===== config.mk =====
export PLATFORM = sky130hd
export DESIGN_NAME = vreg_group_reader
export DESIGN_NICKNAME = d
export VERILOG_FILES = /design/src/rtl/vreg_group_reader.sv
export SDC_FILE = /design/constraint.sdc
export NUM_CORES = 1
export LEC_CHECK = 0
export BUFFER_PORTS_ARGS = -buffer_cell sky130_fd_sc_hd__buf_2
export CAP_MARGIN = 20
export CORE_AREA = 2 2 431 433
export DETAILED_ROUTE_END_ITERATION = 8
export DIE_AREA = 0 0 433 435
export PLACE_DENSITY = 0.31
export REMOVE_ABC_BUFFERS = 1
export SETUP_SLACK_MARGIN = 0.4
export SLEW_MARGIN = 20
export SYNTH_ARGS = -nofsm -noshare
export SYNTH_HDL_FRONTEND = slang
export SYNTH_SLANG_ARGS = --single-unit
export TNS_END_PERCENT = 10

===== constraint.sdc =====
create_clock -name clk -period 6.45 [get_ports clk]
set_input_delay 0.9675 -clock clk [delete_from_list [all_inputs] [get_ports clk]]
set_output_delay 0.9675 -clock clk [all_outputs]
set_load 0.1 [all_outputs]

===== src/rtl/vreg_group_reader.sv =====
// Streams an aligned LMUL register group from the flattened vector register file as PORT_REGS-wide beats.
// Optional macro VREG_RD_FRAC_EN enables fractional LMUL codes 101/110/111 (masked single-register beat).
module vreg_group_reader #(
  parameter int NUM_REGS  = 32,
  parameter int REG_W     = 32,
  parameter int PORT_REGS = 2,
  parameter int SEL_W     = $clog2(NUM_REGS)
) (
  input  logic                          clk,
  input  logic                          rst,
  input  logic [NUM_REGS*REG_W-1:0]     registers,
  input  logic                          req_valid,
  output logic                          req_ready,
  input  logic [SEL_W-1:0]              req_reg,
  input  logic [2:0]                    req_vlmul,
  output logic                          beat_valid,
  input  logic                          beat_ready,
  output logic [PORT_REGS*REG_W-1:0]    beat_data,
  output logic [2:0]                    beat_idx,
  output logic                          beat_last,
  output logic                          req_err
);
  localparam int BEAT_W = PORT_REGS * REG_W;

  typedef enum logic {IDLE, SEND} state_t;
  state_t state, state_nxt;

  logic [SEL_W-1:0]  base_q;
  logic [3:0]        grp_q;
  logic [2:0]        last_q;

  logic [3:0]        req_grp;
  logic [2:0]        req_last;
  logic              req_legal;
  logic [REG_W-1:0]  frac_mask;

  logic              load, err_nxt;
  logic [SEL_W-1:0]  ld_base;
  logic [3:0]        ld_grp;
  logic [2:0]        ld_idx, ld_last;
  logic [BEAT_W-1:0] ld_data;
  logic [5:0]        lane_off;
  logic [SEL_W-1:0]  lane_sel;

  assign req_ready = (state == IDLE);

  // Request decode: group size, beat count, legality and fractional lane-0 mask
  always_comb begin
    req_grp   = 4'd1;
    req_legal = 1'b0;
    frac_mask = '1;
    if (!req_vlmul[2]) begin
      req_grp   = 4'd1 << req_vlmul[1:0];
      req_legal = ((req_reg & SEL_W'(req_grp - 4'd1)) == '0);
    end
`ifdef VREG_RD_FRAC_EN
    else if (req_vlmul[1:0] != 2'b00) begin
      req_legal = 1'b1;
      case (req_vlmul[1:0])
        2'b01:   frac_mask = frac_mask >> (REG_W - REG_W / 8);
        2'b10:   frac_mask = frac_mask >> (REG_W - REG_W / 4);
        default: frac_mask = frac_mask >> (REG_W - REG_W / 2);
      endcase
    end
`endif
    req_last = (req_grp > 4'(PORT_REGS)) ? 3'((req_grp / 4'(PORT_REGS)) - 4'd1) : 3'd0;
  end

  always_ff @(posedge clk or posedge rst) begin
    if (rst) state <= IDLE;
    else     state <= state_nxt;
  end

  always_comb begin
    state_nxt = state;
    load      = 1'b0;
    err_nxt   = 1'b0;
    ld_base   = base_q;
    ld_grp    = grp_q;
    ld_idx    = beat_idx + 3'd1;
    ld_last   = last_q;
    case (state)
      IDLE: begin
        ld_base = req_reg;
        ld_grp  = req_grp;
        ld_idx  = 3'd0;
        ld_last = req_last;
        if (req_valid) begin
          if (req_legal) begin
            load      = 1'b1;
            state_nxt = SEND;
          end else begin
            err_nxt = 1'b1;
          end
        end
      end
      default: begin
        if (beat_valid && beat_ready) begin
          if (beat_last) state_nxt = IDLE;
          else           load      = 1'b1;
        end
      end
    endcase
  end

  // Beat assembly: lane k reads r[base + idx*PORT_REGS + k]; lanes past the group are zero
  always_comb begin
    ld_data  = '0;
    lane_off = '0;
    lane_sel = '0;
    for (int k = 0; k < PORT_REGS; k++) begin
      lane_off = 6'(ld_idx) * 6'(PORT_REGS) + 6'(k);
      lane_sel = ld_base + SEL_W'(lane_off);
      if (lane_off < 6'(ld_grp))
        ld_data[k*REG_W +: REG_W] = registers[lane_sel*REG_W +: REG_W];
    end
    if (state == IDLE)
      ld_data[REG_W-1:0] = ld_data[REG_W-1:0] & frac_mask;
  end

  always_ff @(posedge clk or posedge rst) begin
    if (rst) begin
      beat_valid <= 1'b0;
      beat_data  <= '0;
      beat_idx   <= 3'd0;
      beat_last  <= 1'b0;
      req_err    <= 1'b0;
      base_q     <= '0;
      grp_q      <= 4'd1;
      last_q     <= 3'd0;
    end else begin
      req_err <= err_nxt;
      if (load) begin
        beat_valid <= 1'b1;
        beat_data  <= ld_data;
        beat_idx   <= ld_idx;
        beat_last  <= (ld_idx == ld_last);
      end else if (state == SEND && beat_valid && beat_ready && beat_last) begin
        beat_valid <= 1'b0;
      end
      if (load && state == IDLE) begin
        base_q <= req_reg;
        grp_q  <= req_grp;
        last_q <= req_last;
      end
    end
  end
endmodule


==> reports/metrics.cfg <==
[final_layout]
fin_nets=5096
n_fill_cell=21480
drive_gt1_frac=0.3628
finalInstanceArea_um2=30930
syn2layout_area_growth_pct=40.10
finalNonFillerCells=6627
final_common_cell=buf_2
layout_common_cells=buf_2, nand2_1, nand3_1

[synthesis]
ys_seq_area_frac=0.09412
ys_async_sr_fraction=1.000
synth_top_family_by_area=simple AND/OR/NAND/NOR gates
synth-seq-cells=83
synth_cells=3180
yosys_most_used_dff=dfrtp_1
synth_xor_area_frac=0.005950
avgSynthCellArea_um2=6.943
synth-compound-area-share=0.1881
synth_edf_count=0
yosysWarnings=0
yosysUniqueCellTypes=70
synth_fa_ha_area_frac=0.004873
synth_simple_gate_area_frac=0.3305
synth.area.mux_share=0.3095
syn_area_um2=22080

[setup_path]
required_ps=6730
path_class=reg -> reg
critPathLaunchType=register
cp.arrival_ps=5460
critical_path.max_fanout=47
worst_setup_path_end_kind=register

[job]
cap_viol_max_count=0

[floorplanning]
die_area_um2=188400
num_rows=158
core_area_um2=184000
fp.dieW_um=433
start_util=0.1200
fp.dieH_um=435
io_pins=1107

[timing]
grt_setup_unrepaired=no
tightest_slew_ps=1054
skew_ps=18.87
setup_viol=0
max_freq_mhz=193.0
relSlewSlack=0.2972
slew_viol_final=0
final.min_clock_period_ps=5181
fin_ws_ps=1269
fin_crit_sh=0.8033
finalHoldViolations=0

[placed_design]
post-place-ws_ps=993.4
dp_hpwl_um=180200
port_buffers=1106
placed_area_um2=30390
place_congestion=0.9379
dpl.cell_count=6521

[route]
routed_wl_um=229800
dr_total_vias=32560
vias_per_cell=4.913
post_drt_wl_per_cell_um=34.67
ant_nets=0
drtIter0Drc=3312
drtPass1Iterations=8
route.detailed.drc=0

[run_status]
run_status=finished, final reports clean

[global_route]
grt_pass1_vias=31970
grtUsageTotal=0.2345
grt_overflow=0
grt_start_max_net_pins=131
grt_pass1_wl_um=300500
antenna_found_initial=149

[cts]
postCtsSetupBuffers=0
clk_latency_ps=440
cts-hold-fix-buffers=0
htreeDepth=3
cts_buffer_depth=2
cts_root_buf=clkbuf_16
cts_buffers=9
cts.sinks=83
clk_pin_slew_ps=100
cts_tree=yes
cts-resized-gates=0

[min_path]
hp-class=reg -> reg

[synth_stat cells (3+ instances only)]
library cell	n	area [µm²]
a2111oi_0	6	52.55
a211o_1	3	26.28
a211oi_1	62	465.5
a21boi_0	28	210.2
a21o_1	3	22.52
a21oi_1	141	705.7
a311oi_1	4	35.03
a31oi_1	63	394.1
a32o_1	33	330.3
a32oi_1	5	43.79
a41oi_1	33	289.0
and2_1	40	250.2
buf_1	35	131.4
buf_2	113	565.5
buf_4	12	90.09
clkbuf_1	172	645.6
dfrtp_1	82	2052
ha_1	7	87.58
inv_1	7	26.28
mux2_2	19	214.0
mux2i_1	219	2192
mux4_2	196	4414
nand2_1	1025	3847
nand2b_1	3	18.77
nand3_1	445	2227
nand4_1	4	25.02
nor2_1	47	176.4
nor2b_1	4	25.02
nor3_1	121	605.6
nor4_1	4	25.02
o21ai_0	43	215.2
o221ai_1	29	254.0
o22ai_1	60	375.4
o2bb2ai_1	29	254.0
o31ai_1	6	45.04
o41ai_1	29	254.0
xnor2_1	7	61.31
xor2_1	3	26.28
[worst max-delay path, cell delays in order (launching register included)]
cell,delay (ps)
dfrtp_4,880
buf_4,480
nor2b_1,140
a21oi_4,210
buf_4,530
o21ai_2,230
xor2_4,760
nand2b_4,740
a31oi_1,800
o41ai_1,140
[cell type report]
| cell class | instances | area [µm²] | share of cell area |
|---|---|---|---|
| multi-input cells | 2755 | 18720 | 0.6053 |
| repair buffers | 1194 | 6419 | 0.2075 |
| well taps | 2480 | 3103 | 0.1003 |
| flip-flops and latches | 83 | 2086 | 0.06743 |
| clock buffers | 9 | 225.2 | 0.007281 |
| diodes | 90 | 225.2 | 0.007281 |
| clock inverters | 7 | 95.09 | 0.003074 |
| inverters | 9 | 57.56 | 0.001861 |
[sequential cells by signal (all words and copies together) (netlist names)]
name        count
beat_valid      1
req_err         1
base_q          5
beat_data      64
last_q          3
state           1
beat_last       1
beat_idx        3
grp_q           4
[per-layer routing]
layer	global-route usage	vias up	wire (µm)
met4	0.09638	64	10140
met1	0.2916	16550	93350
met5	0	-	422
met3	0.04134	431	15130
met2	0.3963	1849	110700
li1	-	13660	-
[stage by stage]
step | hold slack, ps | TNS [ps] | utilization
after CTS | 457.3 | 0 | 0.1668
after global placement | 453.8 | 0 | 0.1650
after global routing | 473.2 | 0 | 0.1677
final | 480.4 | 0 | 0.1681
after detailed placement | 457.7 | 0 | 0.1651
after floorplan | 448.8 | -801290 | -
[kinds of logic (layout without fill, tap and decap cells)]
kind of cell	Yosys count	after routing
other	0	90
flip-flops	83	83
AND/OR/NAND/NOR	1704	1704
adder cells (fa/ha/maj)	8	8
AO/OA/AOI/OAI	596	596
XOR/XNOR	12	12
multiplexers	435	435
buffers and inverters	342	1219
[worst paths after layout]
| path | startpoint | end | slack (ps) | cells past startpoint |
|---|---|---|---|---|
| setup / recovery | state | beat_data[56] | 1270 | 9 |
| hold / removal | beat_data[34] | beat_data[34] | 480 | 2 |
| setup reg to reg | state | beat_data[56] | 1270 | 9 |
| hold reg to reg | beat_data[34] | beat_data[34] | 480 | 2 |
| max in group asynchronous | rst | beat_data[47] | 4900 | 3 |
| min in group asynchronous | rst | beat_data[30] | 500 | 2 |
Power is not shown: default switching activity piles up to over one toggle a cycle in this logic, so the estimate is an artifact.
